--- config.mk ---
export PLATFORM = sky130hd
export DESIGN_NAME = booth_ctrl
export DESIGN_NICKNAME = d
export VERILOG_FILES = /design/src/rtl/booth_ctrl.sv
export SDC_FILE = /design/constraint.sdc
export NUM_CORES = 1
export LEC_CHECK = 0
export BUFFER_PORTS_ARGS = -buffer_cell sky130_fd_sc_hd__buf_2
export CORE_MARGIN = 4
export CORE_UTILIZATION = 25
export CTS_BUF_LIST = sky130_fd_sc_hd__clkbuf_2 sky130_fd_sc_hd__clkbuf_4 sky130_fd_sc_hd__clkbuf_8
export DETAILED_ROUTE_END_ITERATION = 12
export GPL_ROUTABILITY_DRIVEN = 0
export PLACE_DENSITY = 0.47
export SLEW_MARGIN = 0
export SYNTH_ARGS = -nofsm -noshare
export SYNTH_HDL_FRONTEND = slang
export SYNTH_SLANG_ARGS = --single-unit
--- constraint.sdc ---
create_clock -name clk -period 1.4 [get_ports clk]
set_input_delay 0.28 -clock clk [delete_from_list [all_inputs] [get_ports clk]]
set_output_delay 0.28 -clock clk [all_outputs]
set_load 0.05 [all_outputs]
--- src/rtl/booth_ctrl.sv ---
// booth_ctrl: sequencing controller for the radix-4 Booth multiplier datapath.
// It takes an 8x8 signed operand pair over a valid/ready handshake, drives the
// datapath operand bus and its ld/sel controls through four add/shift
// iterations, captures the 16-bit product and hands it out over a second
// valid/ready handshake. The datapath shares rst with this block.

module booth_ctrl (
  input  logic        clk,
  input  logic        rst,
  input  logic        in_valid,
  output logic        in_ready,
  input  logic [7:0]  mcand,
  input  logic [7:0]  mplier,
  output logic [4:0]  ld,
  output logic [4:0]  sel,
  output logic [7:0]  inputnum,
  input  logic        eqz,
  input  logic [15:0] result,
  output logic        out_valid,
  input  logic        out_ready,
  output logic [15:0] product
);

  // Encodings are fixed so that the datapath and debug tools agree on them;
  // the unused code 3'b111 falls back to IDLE through the case default.
  typedef enum logic [2:0] {
    IDLE  = 3'b000,
    LDA   = 3'b001,
    LDB   = 3'b010,
    ADD   = 3'b011,
    SHIFT = 3'b100,
    CAP   = 3'b101,
    DONE  = 3'b110
  } state_t;

  // Datapath control words, written as {ld4..ld0} / {sel4..sel0}.
  localparam logic [4:0] LD_LDA    = 5'b10111;
  localparam logic [4:0] LD_LDB    = 5'b01000;
  localparam logic [4:0] LD_ADD    = 5'b00101;
  localparam logic [4:0] SEL_ADD   = 5'b00101;
  localparam logic [4:0] LD_SHIFT  = 5'b11100;
  localparam logic [4:0] SEL_SHIFT = 5'b11110;

  state_t      state;
  state_t      state_next;
  logic [7:0]  mcand_q;
  logic [7:0]  mplier_q;
  logic        accept;

  // A pair is taken only while idle; reset has priority over acceptance.
  assign accept = in_valid && in_ready;

  // State register with synchronous reset back to IDLE.
  always_ff @(posedge clk) begin
    if (rst) begin
      state <= IDLE;
    end else begin
      state <= state_next;
    end
  end

  // Holding registers keep the accepted operands while the bus walks them in.
  always_ff @(posedge clk) begin
    if (rst) begin
      mcand_q  <= 8'h00;
      mplier_q <= 8'h00;
    end else if (accept) begin
      mcand_q  <= mcand;
      mplier_q <= mplier;
    end
  end

  // Product register grabs the datapath result once the last shift settles.
  always_ff @(posedge clk) begin
    if (rst) begin
      product <= 16'h0000;
    end else if (state == CAP) begin
      product <= result;
    end
  end

  // Next-state logic and all state-decoded outputs to the datapath.
  always_comb begin
    state_next = state;
    in_ready   = 1'b0;
    out_valid  = 1'b0;
    ld         = 5'b00000;
    sel        = 5'b00000;
    inputnum   = 8'h00;

    case (state)
      IDLE: begin
        in_ready = 1'b1;
        if (in_valid) begin
          state_next = LDA;
        end
      end

      LDA: begin
        // Load multiplicand, preset count to 4, clear acc and last bit.
        inputnum   = mcand_q;
        ld         = LD_LDA;
        state_next = LDB;
      end

      LDB: begin
        // Load multiplier from the bus; the complement register follows.
        inputnum   = mplier_q;
        ld         = LD_LDB;
        state_next = ADD;
      end

      ADD: begin
        // acc += Booth term, count decrements on the same edge.
        ld         = LD_ADD;
        sel        = SEL_ADD;
        state_next = SHIFT;
      end

      SHIFT: begin
        // Arithmetic shift of {acc, mplier, last} by two; eqz already sees
        // the decremented count, so it decides whether another pass runs.
        ld  = LD_SHIFT;
        sel = SEL_SHIFT;
        if (eqz) begin
          state_next = CAP;
        end else begin
          state_next = ADD;
        end
      end

      CAP: begin
        state_next = DONE;
      end

      DONE: begin
        out_valid = 1'b1;
        if (out_ready) begin
          state_next = IDLE;
        end
      end

      default: begin
        state_next = IDLE;
      end
    endcase
  end

endmodule
==> flow_metrics.tcl, run 1 <==
set metrics [dict create \
    synth.top_cell.area_share_pct 46.98 \
    critPathLaunch "state[1]" \
    detail-route-antenna-nets 0 \
    first_global_vias 1519 \
    worstHoldStart "result[11]" \
    hold_path_class "in2reg" \
    slew_headroom_pct 76.46 \
    yosysUniqueCellTypes 25 \
    slew_violations 0 \
    synth_top_flop_cell "dfxtp_1" \
    post_synth.cell_area_avg_um2 7.532 \
    rsz0062_at_grt "yes" \
    synth_edf_count 0 \
    end_kind "output port" \
    cp_slowest_stage_delay_ns 0.38 \
    netlist_instances 198 \
    skew_ns 0.003019 \
    layout_worst_path_cycle_share_pct 113.9 \
    synthArstFlopShare_pct 0 \
    ys_ff_latch 35 \
    wl_um 4305 \
    initial_core_util_pct 26.44 \
    maxCapViolations 0 \
    synth_common_cells "nand2_1, dfxtp_1, a21oi_1" \
    netlist_top_cells_area "dfxtp_1, nand2_1, a21oi_1, a22oi_1, buf_2" \
    synth_area_um2 1491 \
    track_usage_pct 12.18 \
    setup_violations 20 \
    yosys.area.top_type "dfxtp_1" \
    drive_above_1_share_pct 48.75 \
    antenna_cells 0 \
    pwr_density_cell_nw_per_um2 1013 \
    via_per_inst 4.425 \
    crit_top_cell "buf_6" \
    setup_ws_ns -0.1951 \
    yosys_warnings 0 \
    htreeDepth 2 \
    synth_most_common_cell "nand2_1" \
    ys_seq_area_share_pct 46.98 \
    wl_per_cell_um 12.26 \
    grt_max_degree 18 \
    die_w_um 85.24 \
    path_class "reg2out" \
    min_period_ns 1.595 \
    numCtsBuffers 5 \
    grt_pass1_wl_um 7086 \
    status "complete, but fails checks" \
    crit_required_ns 1.12 \
    fmax_mhz 626.9 \
    power.leakage_uw 0.001082 \
    overflow 0 \
    die_h_um 85.24 \
    crit_chain "nor2b_4 -> buf_6 -> a22oi_2 -> nor2_4 -> buf_6" \
    rows 27 \
    power_uw 2547 \
    ir_drop_mv 0.5019 \
    io_buffers 72 \
    arrival_ns 1.32 \
    cts-root-buf "clkbuf_8" \
    dp_hpwl_um 3074 \
    fillerInstances 590 \
    cts_tree "built" \
    drt_iter0_drc 68 \
    whs_ns 0.2345 \
    seq_area_um2 709.4 \
    multi_input_area_um2 872.1 \
    final-hold-violation-count 0 \
    fin_nets 315 \
    cts_buffer_depth 2 \
    clkTransAtPathRegs_ns 0.07 \
    core_area_um2 5642 \
    violations "setup timing" \
    r2r_start "state[2]" \
    cts_sinks 35 \
    holdPathStages 3 \
    cp_max_fo 5 \
    drc_errors 0 \
    clk_latency_ns 0.27 \
    tightest_slew_ns 0.3442 \
    ioPinCount 73 \
    crit_slowest_cell "dfxtp_4" \
    rr_worst_depth 4 \
    start_kind "register" \
    synth_fp_nets 235 \
    grt_antenna_before_repair 0 \
    first_pass_iters 4 \
    cts_hold_buf 0 \
    num_vias 1553 \
    area_growth_syn_to_layout_pct 68.54 \
    dieArea_um2 7266 \
]
-- kinds of logic after synthesis --
group                  share of synthesized area [%]
AND/OR/NAND/NOR                                28.10
AO/OA/AOI/OAI                                  17.28
flip-flops                                     46.98
buffers and inverters                          7.046
XOR/XNOR                                      0.5874
-- where the power goes --
part           internal (uW)  switching (uW)  leakage, uW
clock                    468             339    0.0000549
combinational            286             375     0.000741
sequential              1040            37.7     0.000286
total                   1800             751      0.00108
-- through the flow --
stage	instance area, um2	setup TNS (ns)	setup WS, ns	utilization, %	std cells
2_1_floorplan	1672	-0.3978	-0.1190	-	198
3_3_place_gp	2137	-0.05680	-0.01627	37.88	339
3_5_place_dp	2137	-0.1432	-0.03457	37.88	339
4_1_cts	2460	-3.104	-0.1916	43.60	349
5_1_grt	2514	-4.140	-0.2618	44.56	351
6_report	2514	-2.746	-0.1951	44.56	351
-- cell usage in the layout (no fill, tap or decap), types with 2 or more instances in the layout --
cell / count
buf_4: 10
nor2b_1: 2
nand2_1: 67
a22oi_2: 8
nor2_2: 2
a21oi_1: 33
buf_6: 20
dfxtp_1: 32
nor2b_4: 2
nand2_4: 2
buf_12: 4
nand2b_4: 2
clkbuf_8: 7
buf_8: 5
dfxtp_4: 2
clkinvlp_4: 3
buf_2: 52
nor2_4: 9
-- critical path, delay by kind of cell (launching register included) --
| family | cells | cell delay, ns |
|---|---|---|
| AOI/OAI and AO/OA | 1 | 0.09 |
| buffers and inverters | 2 | 0.31 |
| DFF | 1 | 0.38 |
| and+or+nand+nor | 2 | 0.26 |
-- layout make-up --
class | count | share of cell area [%]
tap | 72 | 3.584
timing repair buffer | 91 | 28.47
sequential | 35 | 28.22
multi-input combinational | 142 | 34.69
clock buffer | 8 | 4.131
inverter | 3 | 0.8960
-- routing by layer --
layer,wire (um),up-vias,global-route usage (%)
li1,-,805,-
met5,0,-,0
met4,39,0,3.885
met1,1913,708,15.11
met3,246,2,3.398
met2,2105,38,20.34
-- timing repair --
| action | in CTS | in global routing |
|---|---|---|
| setup endpoints to repair | 20 | 34 |
| setup buffers | 1 | 2 |
| gates cloned | 1 | 0 |
| pin swaps | 10 | 3 |
| gates resized for setup | 61 | 8 |
-- flip-flops by register name (all words and copies together), names as in the netlist --
name      flops
mcand_q       8
mplier_q      8
product      16
state         3
-- path summary, 6_finish.rpt --
path	endpoint	slack, ns
min	product[11]	0.23
max reg2reg	mcand_q[7]	0.07
min reg2reg	product[11]	0.45
max	inputnum[1]	-0.20
(Power assumes the default switching activity.)
==> inputs of run 2 (changes only) <==
--- a/config.mk
+++ b/config.mk
@@ -12,6 +12,7 @@
 export DETAILED_ROUTE_END_ITERATION = 12
 export GPL_ROUTABILITY_DRIVEN = 0
 export PLACE_DENSITY = 0.47
+export RECOVER_POWER = 100
 export SLEW_MARGIN = 0
 export SYNTH_ARGS = -nofsm -noshare
 export SYNTH_HDL_FRONTEND = slang
==> run 2 against run 1 <==
Against the previous run:
- the flow still finishes with violations (setup timing)
- first-iteration DRC count fell by 28%
- via count is 0.39% higher
- clock skew is essentially flat
- die area unchanged
==> flow_metrics.tcl, run 2 (synthesis gave the netlist of run 1 again) <==
set metrics [dict create \
    p_sw_share_pct 29.59 \
    intPower_uw 1786 \
    pwr_density_cell_nw_per_um2 1019 \
    crit_required_ns 1.12 \
    drc_errors 0 \
    arrival_ns 1.32 \
    cts_tree "built" \
    dieArea_um2 7266 \
    overflow 0 \
    maxCapViolations 0 \
    pwr-share-seq_pct 42.6 \
    ioPinCount 73 \
    final-hold-violation-count 0 \
    area_growth_syn_to_layout_pct 66.86 \
    top_regs "product: 16 flops, mcand_q: 8 flops, mplier_q: 8 flops" \
    initial_core_util_pct 26.44 \
    cp_max_fo 5 \
    track_usage_pct 12.18 \
    die_w_um 85.24 \
    ir_drop_mv 0.4967 \
    grt_max_degree 18 \
    layout_common_cells "nand2_1, buf_2, a21oi_1" \
    first_pass_iters 4 \
    num_vias 1559 \
    skew_ns 0.002577 \
    rsz0062_at_grt "yes" \
    grt_antenna_before_repair 0 \
    regMostFlops "product" \
    first_global_vias 1519 \
    post-route-util_pct 44.11 \
    cts_sinks 35 \
    tightest_slew_ns 0.3442 \
    setup_ws_ns -0.1954 \
    start_kind "register" \
    status "complete, but fails checks" \
    drive_above_1_share_pct 48.75 \
    wl_per_cell_um 12.29 \
    path_class "reg2out" \
    clkPwrFrac_pct 31.9 \
    fmax_mhz 626.8 \
    slew_headroom_pct 76.46 \
    cts_buffer_depth 2 \
    cts-root-buf "clkbuf_8" \
    drt_iter0_drc 49 \
    core_area_um2 5642 \
    power.switching_uw 750.3 \
    hold_path_class "in2reg" \
    clkTransAtPathRegs_ns 0.07 \
    grt_pass1_wl_um 7086 \
    largest_reg_flops 16 \
    end_kind "output port" \
    die_h_um 85.24 \
    fin_nets 315 \
    clk_latency_ns 0.27 \
    power_uw 2536 \
    numCtsBuffers 5 \
    slew_violations 0 \
    rows 27 \
    antenna_cells 0 \
    final_common_cell "nand2_1" \
    wl_um 4315 \
    detail-route-antenna-nets 0 \
    via_per_inst 4.442 \
    min_period_ns 1.595 \
    dp_hpwl_um 3074 \
    cts_hold_buf 0 \
    setup_violations 20 \
    io_buffers 72 \
    htreeDepth 2 \
    combPwrFrac_pct 25.6 \
    layout_worst_path_cycle_share_pct 114.0 \
    violations "setup timing" \
    power.leakage_uw 0.001060 \
]
## run 2: changes by cell type in the layout (fill, tap and decap cells not counted), sizes merged
cell / previous run / this run
clkbuf: 8 / 25
buf: 91 / 74
## run 2: path summary, 6_finish.rpt
| kind | start | endpoint | slack (ns) | cells past startpoint |
|---|---|---|---|---|
| worst max-delay path | state[1] | inputnum[1] | -0.20 | 5 |
| worst min-delay path | result[11] | product[11] | 0.23 | 3 |
| worst min register to register | product[11] | product[11] | 0.45 | 2 |
| worst max register to register | state[2] | mcand_q[7] | 0.07 | 4 |
## run 2: critical path, cell delays in order (launching register included)
cell and delay [ns]:
dfxtp_4 0.38, nor2b_4 0.17, buf_6 0.15, a22oi_2 0.09
nor2_4 0.09, buf_6 0.16
## run 2: power groups by stage
stage / sequential [uW] / combinational, uW / clock, uW
floorplan: 1100 / 383 / 0
global placement: 1090 / 549 / 0
detailed placement: 1090 / 551 / 0
CTS: 1080 / 641 / 835
global route: 1090 / 698 / 888
finish: 1080 / 648 / 808
## run 2: final cells by class
class | instances | area [um2]
Fill cell | 594 | 3153
Multi-Input combinational cell | 142 | 872.1
Sequential cell | 35 | 709.4
Timing Repair Buffer | 91 | 690.7
Clock buffer | 8 | 103.9
Tap cell | 72 | 90.09
Inverter | 3 | 22.52
## run 2: per-stage QoR
step	TNS, ns	hold slack, ns	instances	setup WS (ns)	area [um2]
finish	-2.761	0.2331	351	-0.1954	2489
global route	-4.172	0.2199	351	-0.2618	2489
CTS	-3.104	0.2230	349	-0.1916	2460
detailed placement	-0.1432	0.4469	339	-0.03457	2137
global placement	-0.05680	0.4412	339	-0.01627	2137
floorplan	-0.3978	0.4160	198	-0.1190	1672
## run 2: routing by layer
layer	routed length (um)	up-vias	track usage [%]
met3	252	2	3.398
met1	1904	714	15.11
met4	39	0	3.885
met2	2119	38	20.34
met5	0	-	0
li1	-	805	-
## run 2: repair_timing
action | 4_1_cts | 5_1_grt
buffers inserted | 1 | 2
gates cloned | 1 | 0
endpoints found under the setup margin | 20 | 34
resized for setup | 61 | 8
pin swaps | 10 | 3
